==> src/rtl/axi_riscv_lrsc_pkg.sv <==
// axi_riscv_lrsc_pkg: shared constants and tag extraction for the LR/SC reservation logic.
package axi_riscv_lrsc_pkg;
  localparam int unsigned TIMEOUT_DISABLED = 0;
  localparam int unsigned MAX_ADDR_WIDTH = 128;
  function automatic logic [MAX_ADDR_WIDTH-1:0] addr_tag(input logic [MAX_ADDR_WIDTH-1:0] addr, input int unsigned lsb);
    return addr >> lsb;
  endfunction
endpackage

==> src/rtl/lzc.sv <==
// lzc: trailing (MODE=0) or leading (MODE=1) zero counter with an all-zero flag.
module lzc #(
  parameter int unsigned WIDTH = 2,
  parameter bit MODE = 1'b0,
  localparam int unsigned CNT_WIDTH = WIDTH > 1 ? $clog2(WIDTH) : 1
) (
  input  logic [WIDTH-1:0]     in_i,
  output logic [CNT_WIDTH-1:0] cnt_o,
  output logic                 empty_o
);
  always_comb begin
    cnt_o = '0;
    for (int i = WIDTH - 1; i >= 0; i--) if (!MODE && in_i[i]) cnt_o = CNT_WIDTH'(i);
    for (int i = 0; i < WIDTH; i++) if (MODE && in_i[i]) cnt_o = CNT_WIDTH'(WIDTH - 1 - i);
  end
  assign empty_o = ~|in_i;
endmodule

==> src/rtl/axi_riscv_lrsc_rsv_table.sv <==
// axi_riscv_lrsc_rsv_table: LR/SC reservation table with id-keyed slots, age-based eviction,
// write snooping and optional reservation timeout.
module axi_riscv_lrsc_rsv_table
  import axi_riscv_lrsc_pkg::*;
#(
  parameter int unsigned NUM_RSV        = 4,
  parameter int unsigned ID_WIDTH       = 4,
  parameter int unsigned ADDR_WIDTH     = 64,
  parameter int unsigned ADDR_LSB       = 3,
  parameter int unsigned TIMEOUT_CYCLES = 0,
  localparam int unsigned CNT_W         = $clog2(NUM_RSV + 1)
) (
  input  logic                  clk_i,
  input  logic                  rst_ni,
  input  logic                  lr_valid_i,
  output logic                  lr_ready_o,
  input  logic [ID_WIDTH-1:0]   lr_id_i,
  input  logic [ADDR_WIDTH-1:0] lr_addr_i,
  input  logic                  sc_valid_i,
  output logic                  sc_ready_o,
  input  logic [ID_WIDTH-1:0]   sc_id_i,
  input  logic [ADDR_WIDTH-1:0] sc_addr_i,
  output logic                  sc_rsp_valid_o,
  output logic                  sc_rsp_ok_o,
  input  logic                  wr_valid_i,
  input  logic [ADDR_WIDTH-1:0] wr_addr_i,
  output logic [CNT_W-1:0]      rsv_count_o
);
  localparam int unsigned IDX_W = NUM_RSV > 1 ? $clog2(NUM_RSV) : 1;
  localparam int unsigned TAG_W = ADDR_WIDTH - ADDR_LSB;
  localparam int unsigned TMR_W = TIMEOUT_CYCLES > 1 ? $clog2(TIMEOUT_CYCLES) : 1;
  typedef struct packed {
    logic                valid;
    logic [ID_WIDTH-1:0] id;
    logic [TAG_W-1:0]    tag;
    logic [IDX_W-1:0]    age;
    logic [TMR_W-1:0]    timer;
  } slot_t;
  slot_t [NUM_RSV-1:0] slots_q, slots_d;
  logic [TAG_W-1:0] lr_tag, sc_tag, wr_tag;
  logic [NUM_RSV-1:0] free_vec;
  logic [IDX_W-1:0] free_idx, id_idx, evict_idx, evict_age, lr_idx;
  logic free_none, id_hit, sc_hit, sc_ok;
  logic [CNT_W-1:0] cnt_d;
  assign lr_tag = TAG_W'(addr_tag(MAX_ADDR_WIDTH'(lr_addr_i), ADDR_LSB));
  assign sc_tag = TAG_W'(addr_tag(MAX_ADDR_WIDTH'(sc_addr_i), ADDR_LSB));
  assign wr_tag = TAG_W'(addr_tag(MAX_ADDR_WIDTH'(wr_addr_i), ADDR_LSB));
  assign sc_ready_o = 1'b1;
  assign lr_ready_o = !sc_valid_i;
  always_comb for (int i = 0; i < NUM_RSV; i++) free_vec[i] = !slots_q[i].valid;
  lzc #(.WIDTH(NUM_RSV), .MODE(1'b0)) i_free_lzc (
    .in_i   (free_vec),
    .cnt_o  (free_idx),
    .empty_o(free_none)
  );
  always_comb begin
    id_hit = 1'b0;
    id_idx = '0;
    sc_hit = 1'b0;
    evict_idx = '0;
    evict_age = '0;
    for (int i = 0; i < NUM_RSV; i++) begin
      if (!id_hit && slots_q[i].valid && slots_q[i].id == lr_id_i) begin
        id_hit = 1'b1;
        id_idx = IDX_W'(i);
      end
      if (slots_q[i].age > evict_age) begin
        evict_age = slots_q[i].age;
        evict_idx = IDX_W'(i);
      end
      sc_hit = sc_hit | (slots_q[i].valid && slots_q[i].id == sc_id_i && slots_q[i].tag == sc_tag);
    end
    lr_idx = id_hit ? id_idx : free_none ? evict_idx : free_idx;
    sc_ok = sc_hit && !(wr_valid_i && wr_tag == sc_tag);
  end
  // Invalidations (timeout, write, SC) are applied before an LR install so a same-cycle LR survives.
  always_comb begin
    slots_d = slots_q;
    for (int i = 0; i < NUM_RSV; i++) begin
      if (TIMEOUT_CYCLES != TIMEOUT_DISABLED && slots_q[i].valid) begin
        slots_d[i].timer = slots_q[i].timer + 1'b1;
        if (slots_q[i].timer == TMR_W'(TIMEOUT_CYCLES - 1)) slots_d[i].valid = 1'b0;
      end
      if (wr_valid_i && slots_q[i].tag == wr_tag) slots_d[i].valid = 1'b0;
      if (sc_valid_i && (slots_q[i].id == sc_id_i || (sc_ok && slots_q[i].tag == sc_tag))) slots_d[i].valid = 1'b0;
    end
    if (lr_valid_i && lr_ready_o) begin
      for (int i = 0; i < NUM_RSV; i++)
        if (slots_d[i].valid && slots_d[i].age != '1) slots_d[i].age = slots_d[i].age + 1'b1;
      slots_d[lr_idx] = '{valid: 1'b1, id: lr_id_i, tag: lr_tag, age: '0, timer: '0};
    end
    cnt_d = '0;
    for (int i = 0; i < NUM_RSV; i++) cnt_d = cnt_d + CNT_W'(slots_d[i].valid);
  end
  always_ff @(posedge clk_i or negedge rst_ni) begin
    if (!rst_ni) begin
      slots_q <= '0;
      sc_rsp_valid_o <= 1'b0;
      sc_rsp_ok_o <= 1'b0;
      rsv_count_o <= '0;
    end else begin
      slots_q <= slots_d;
      sc_rsp_valid_o <= sc_valid_i;
      sc_rsp_ok_o <= sc_valid_i && sc_ok;
      rsv_count_o <= cnt_d;
    end
  end
`ifndef SYNTHESIS
  assert property (@(posedge clk_i) NUM_RSV >= 1 && ADDR_LSB < ADDR_WIDTH && ADDR_WIDTH <= MAX_ADDR_WIDTH);
`endif
endmodule

==> config.mk <==
export PLATFORM = sky130hd
export DESIGN_NAME = axi_riscv_lrsc_rsv_table
export DESIGN_NICKNAME = d
export VERILOG_FILES = /design/src/rtl/axi_riscv_lrsc_pkg.sv /design/src/rtl/lzc.sv /design/src/rtl/axi_riscv_lrsc_rsv_table.sv
export SDC_FILE = /design/constraint.sdc
export NUM_CORES = 1
export LEC_CHECK = 0
export ABC_AREA = 1
export BUFFER_PORTS_ARGS = -buffer_cell sky130_fd_sc_hd__clkbuf_2
export CAP_MARGIN = 20
export CELL_PAD_IN_SITES_DETAIL_PLACEMENT = 1
export CELL_PAD_IN_SITES_GLOBAL_PLACEMENT = 2
export CORE_AREA = 2 2 248 250
export CTS_CLUSTER_DIAMETER = 60
export DETAILED_ROUTE_END_ITERATION = 10
export DIE_AREA = 0 0 250 252
export PLACE_DENSITY = 0.88
export SYNTH_ARGS = -nofsm -noshare
export SYNTH_HDL_FRONTEND = slang
export SYNTH_SLANG_ARGS = --single-unit
==> constraint.sdc <==
create_clock -name clk_i -period 6.45 [get_ports clk_i]
set_input_delay 0.9675 -clock clk_i [delete_from_list [all_inputs] [get_ports clk_i]]
set_output_delay 0.9675 -clock clk_i [all_outputs]
set_load 0.02 [all_outputs]
### Word-level counts from Yosys, hierarchy flattened

Cells that the tools add are included.

* register bits: 281
* bits of input ports: 205
* output and inout port bits: 7
* word-level logic and storage cells: 149

* add/subtract/negate cells: 7
* magnitude comparators: 6
* equality and inequality tests: 21
* multiplexer cells: 39
* bitwise gates (word level): 3
* reductions and logical operators: 50

Operators by type and width (count)
* $eq 61x61->1: 9
* $bwmux 276: 1
* $mux 276: 1
* $demux 69 s2: 1
* $mux 69: 1
* $mux 2: 21
* $logic_and 1x1->1: 36
* $eq 4x4->1: 8
* $mux 1: 14
* $logic_not 1->1: 9
* $add 2x1->2 const B: 4
* $ne 2x2->1 const B: 4
* $gt 2x2->1: 3
* $logic_or 1x1->1: 4
* $reduce_or 4->1: 1
* $add 2x1->3: 1
* $add 3x1->3: 1
* $lt 2x3->1 const B: 1
* $or 1x1->1: 3
* $add 1x1->2: 1
* $ge 2x1->1 const B: 1
* $gt 2x1->1 const B: 1

### Logic depth before layout (Yosys ltp)

* depth after elaboration: 25
* depth in mapped cells: 27
* gate-level depth less buffers: 26

### By module

Synthesis repeated with hierarchy kept, for this count alone.

* cells, all modules: 3230
* area, all modules: 20290.7 µm²

By module, submodules not included
* axi_riscv_lrsc_rsv_table: instances 1, cells each 3221, area an instance 20253.2 µm², seq. area each 6931.6 µm²
* lzc: instances 1, cells each 9, area an instance 37.5 µm², seq. area each 0.0 µm²

### Least setup slack after synthesis

OpenSTA, ideal clock, no wires.

* kind: register to register
* from: register slots_q[2] (netlist bit)
* to: register rsv_count_o[1]
* library setup time: 0.126 ns
* arrival: 4.240 ns
* required time: 6.324 ns
* path slack: 2.085 ns
* cell stages (with the launch flop): 26
* buffers on the path: 2
* period minus slack after synthesis: 4.365 ns
* path through: dfrtp_1 inv_1 ha_1 nor2_1 ha_1 inv_1 o22ai_1 o21ai_0 ha_1 inv_1 o21ai_0 nand2_1 o21ai_0 ha_1 nand2_1 o21ai_0 a21oi_1 nor3_1 or2_1 buf_4 nand4_2 clkbuf_1 nand2_1 fa_1 ha_1 ha_1

RTL lines
* from (decl): RTL line axi_riscv_lrsc_rsv_table.sv:39 `slot_t [NUM_RSV-1:0] slots_q, slots_d;`
* from (signal assigned): RTL line axi_riscv_lrsc_rsv_table.sv:102 `slots_q <= slots_d;`
* to (signal assigned): RTL line axi_riscv_lrsc_rsv_table.sv:105 `rsv_count_o <= cnt_d;`
* to (decl): RTL line axi_riscv_lrsc_rsv_table.sv:27 `output logic [CNT_W-1:0] rsv_count_o`

==> results.toml <==
[status]
outcome = "completed"

[clock_network]
insertion_delay_ns = 0.58
postCtsHoldBufs = 0
htreeDepth = 2
cts_resized = 0
postCtsSetupBuffers = 0
cts_tree = "done"
clk_pin_slew_ns = 0.06
cts_root_buf = "clkbuf_16"
clock-sinks = 277
cts_made_buffers = 42
ctsLongestPathBuffers = 3

[critical_path]
cp-end-kind = "register"
required_ns = 6.91
critical_path_buf_inv_count = 3
max_stage_delay_ns = 0.59
cp_top_family = "adder cells"
worstReg2RegStart = "slots_q[2]"
crit_slowest_cell = "nand2_4"
path_cells = "inv_1 > ha_1 > nor2_1 > ha_1 > inv_1 > o22ai_1 > o21ai_0 > ha_1 > inv_1 > o21ai_0 > nand2_1 > o21ai_0 > ha_1 > nor2_1 > o21ai_0 > a21oi_1 > nor3_1 > or2_1 > a21oi_2 > nand2_4 > nand2_1 > fa_1 > ha_1 > ha_1"
crit_top_cell = "ha_1"
crit_type = "reg2reg"
crit_arrival_ns = 5.78
startpoint_type = "register"
startpoint = "slots_q[2]"
cp_max_fo = 63

[synth]
synthTopCellsByCount = "nand2_1 (1,359), inv_1 (459), nor2_1 (373)"
ys_seq_area_share_pct = 33.11
synth.area.top_cells = "dfrtp_1 (33%), nand2_1 (24%), inv_1 (8.2%)"
ys_ff_latch = 277
yosysTopAreaCell = "dfrtp_1"
synth-edff-count = 0
async_reset_ff_share_pct = 100.0
synth_cell_types = 42
yosysMostFrequentCell = "nand2_1"
synthFlopType = "dfrtp_1"
synth_top_area_share_pct = 33.11
netlist_area_um2 = 20940
ys.warnings.count = 0
avgSynthCellArea_um2 = 6.174
syn_nets = 3612
synth_cells = 3391

[cells_and_area]
instances_no_fill = 4344
area_growth_pct = 14.12
drive_gt1_share_pct = 9.101
fin_nets = 3748

[floorplanning]
core_um2 = 60130
die_w_um = 250
rows = 90
pin_count = 212
initial_core_util_pct = 34.82
die_area_um2 = 63000
die_y_um = 252

[hold_path]
hold_path_class = "in2async"

[drt]
dr.first_iter.drc_count = 2082
drcViolationCount = 0
drtPass1Iterations = 6
num_vias = 22740
drt-total-wl_um = 101200
ant_nets = 0
wire_per_inst_um = 23.29
viasPerCell = 5.234

[global_routing]
grt_pass1_wl_um = 147900
track_usage_pct = 31.92
grt_pass1_vias = 22440
antenna_found_initial = 2
grt_overflow = 0
grt_max_degree = 150

[placement]
place_ws_ns = 1.164
dpl.hpwl_um = 83540
dp_cells = 4265
port_buffers = 201
routabilityCongestion = 1.028

[run]
drv_cap = 0

[timing]
worst_hold_slack_ns = 0.3348
skew_ns = 0.02560
slew_violations = 0
maxSlewHeadroom_pct = 32.68
setup_viol = 0
worstMarginPinSlew_ns = 1.010
fin_crit_sh_pct = 82.40
finalSetupTns_ns = 0
hold_viol = 0
rsz0062_at_grt = "false"
layout_setup_ws_ns = 1.135
max_freq_mhz = 188.2
min_period_ns = 5.315

[power_and_ir_drop]
powerDensity_nw_per_um2 = 446.0
total_power_mw = 10.66
p_leak_nw = 12.97
ir_drop_mv = 0.1919
metal layers:
| layer | wire (µm) | track usage [%] | up-vias | share of wire, % |
|---|---|---|---|---|
| li1 | - | - | 10720 | - |
| met1 | 44800 | 43.38 | 11100 | 44 |
| met2 | 44600 | 50.04 | 719 | 44 |
| met3 | 6768 | 4.890 | 206 | 6.7 |
| met4 | 5018 | 14.68 | 0 | 5.0 |
| met5 | 0 | 0 | - | 0 |
cell families after synthesis:
| kind of cell | share of synthesized area [%] |
|---|---|
| buffers and inverters | 11.29 |
| flip-flops | 33.11 |
| AO/OA/AOI/OAI | 7.918 |
| AND/OR/NAND/NOR | 39.15 |
| other | 0.01791 |
| XOR/XNOR | 7.524 |
| adder cells (fa/ha/maj) | 0.9921 |
report_power, final:
part	internal [mW]	leakage, nW	total (mW)	switching (mW)
clock network	1.51	0.721	2.47	0.965
registers	2.51	3.50	3.48	0.967
logic	1.53	8.75	4.71	3.18
placed cells by master, fill, tap and decap left out, types with 4 or more instances in the layout:
cell type and n:
nand3b_1 6, nand2_1 1359, o21ai_1 100, nor3b_1 6
nor2_1 373, xor2_1 113, nand4_1 111, bufinv_16 5
ha_1 15, o21ai_0 188, inv_1 459, clkinv_4 4
or2_2 28, clkbuf_2 200, clkbuf_8 6, nand3_1 50
clkinv_2 4, clkbuf_1 6, buf_4 8, dfrtp_1 277
o22ai_1 14, nor3_1 49, a21oi_1 10, clkbuf_16 43
inv_6 4, xnor2_1 65, nor4_1 22
area by class of cell:
class                   instances  area, µm²
fillers                      8126      36240
multi-input cells            2534      11670
flip-flops and latches        277       6932
inverters                     462       1734
clock buffers                  55       1181
repair buffers                210       1096
well taps                     782      978.4
clock inverters                22      299.0
diodes                          2      5.005
final timing paths:
path | endpoint | slack [ns] | cells past startpoint
setup / recovery | rsv_count_o[1] | 1.14 | 24
setup reg to reg | rsv_count_o[1] | 1.14 | 24
max in group asynchronous | asynchronous set/reset pin | 4.72 | 2
min in group clk_i | sc_rsp_valid_o | 0.51 | 1
hold / removal | asynchronous set/reset pin | 0.33 | 1
hold reg to reg | slots_q[2] | 0.51 | 2
metrics by stage:
stage | util, % | cell area [µm²]
floorplan | - | 20940
global placement | 37.26 | 22410
finish | 39.73 | 23890
global route | 39.73 | 23890
CTS | 39.73 | 23890
detailed placement | 37.26 | 22410
(Power assumes the default switching activity.)
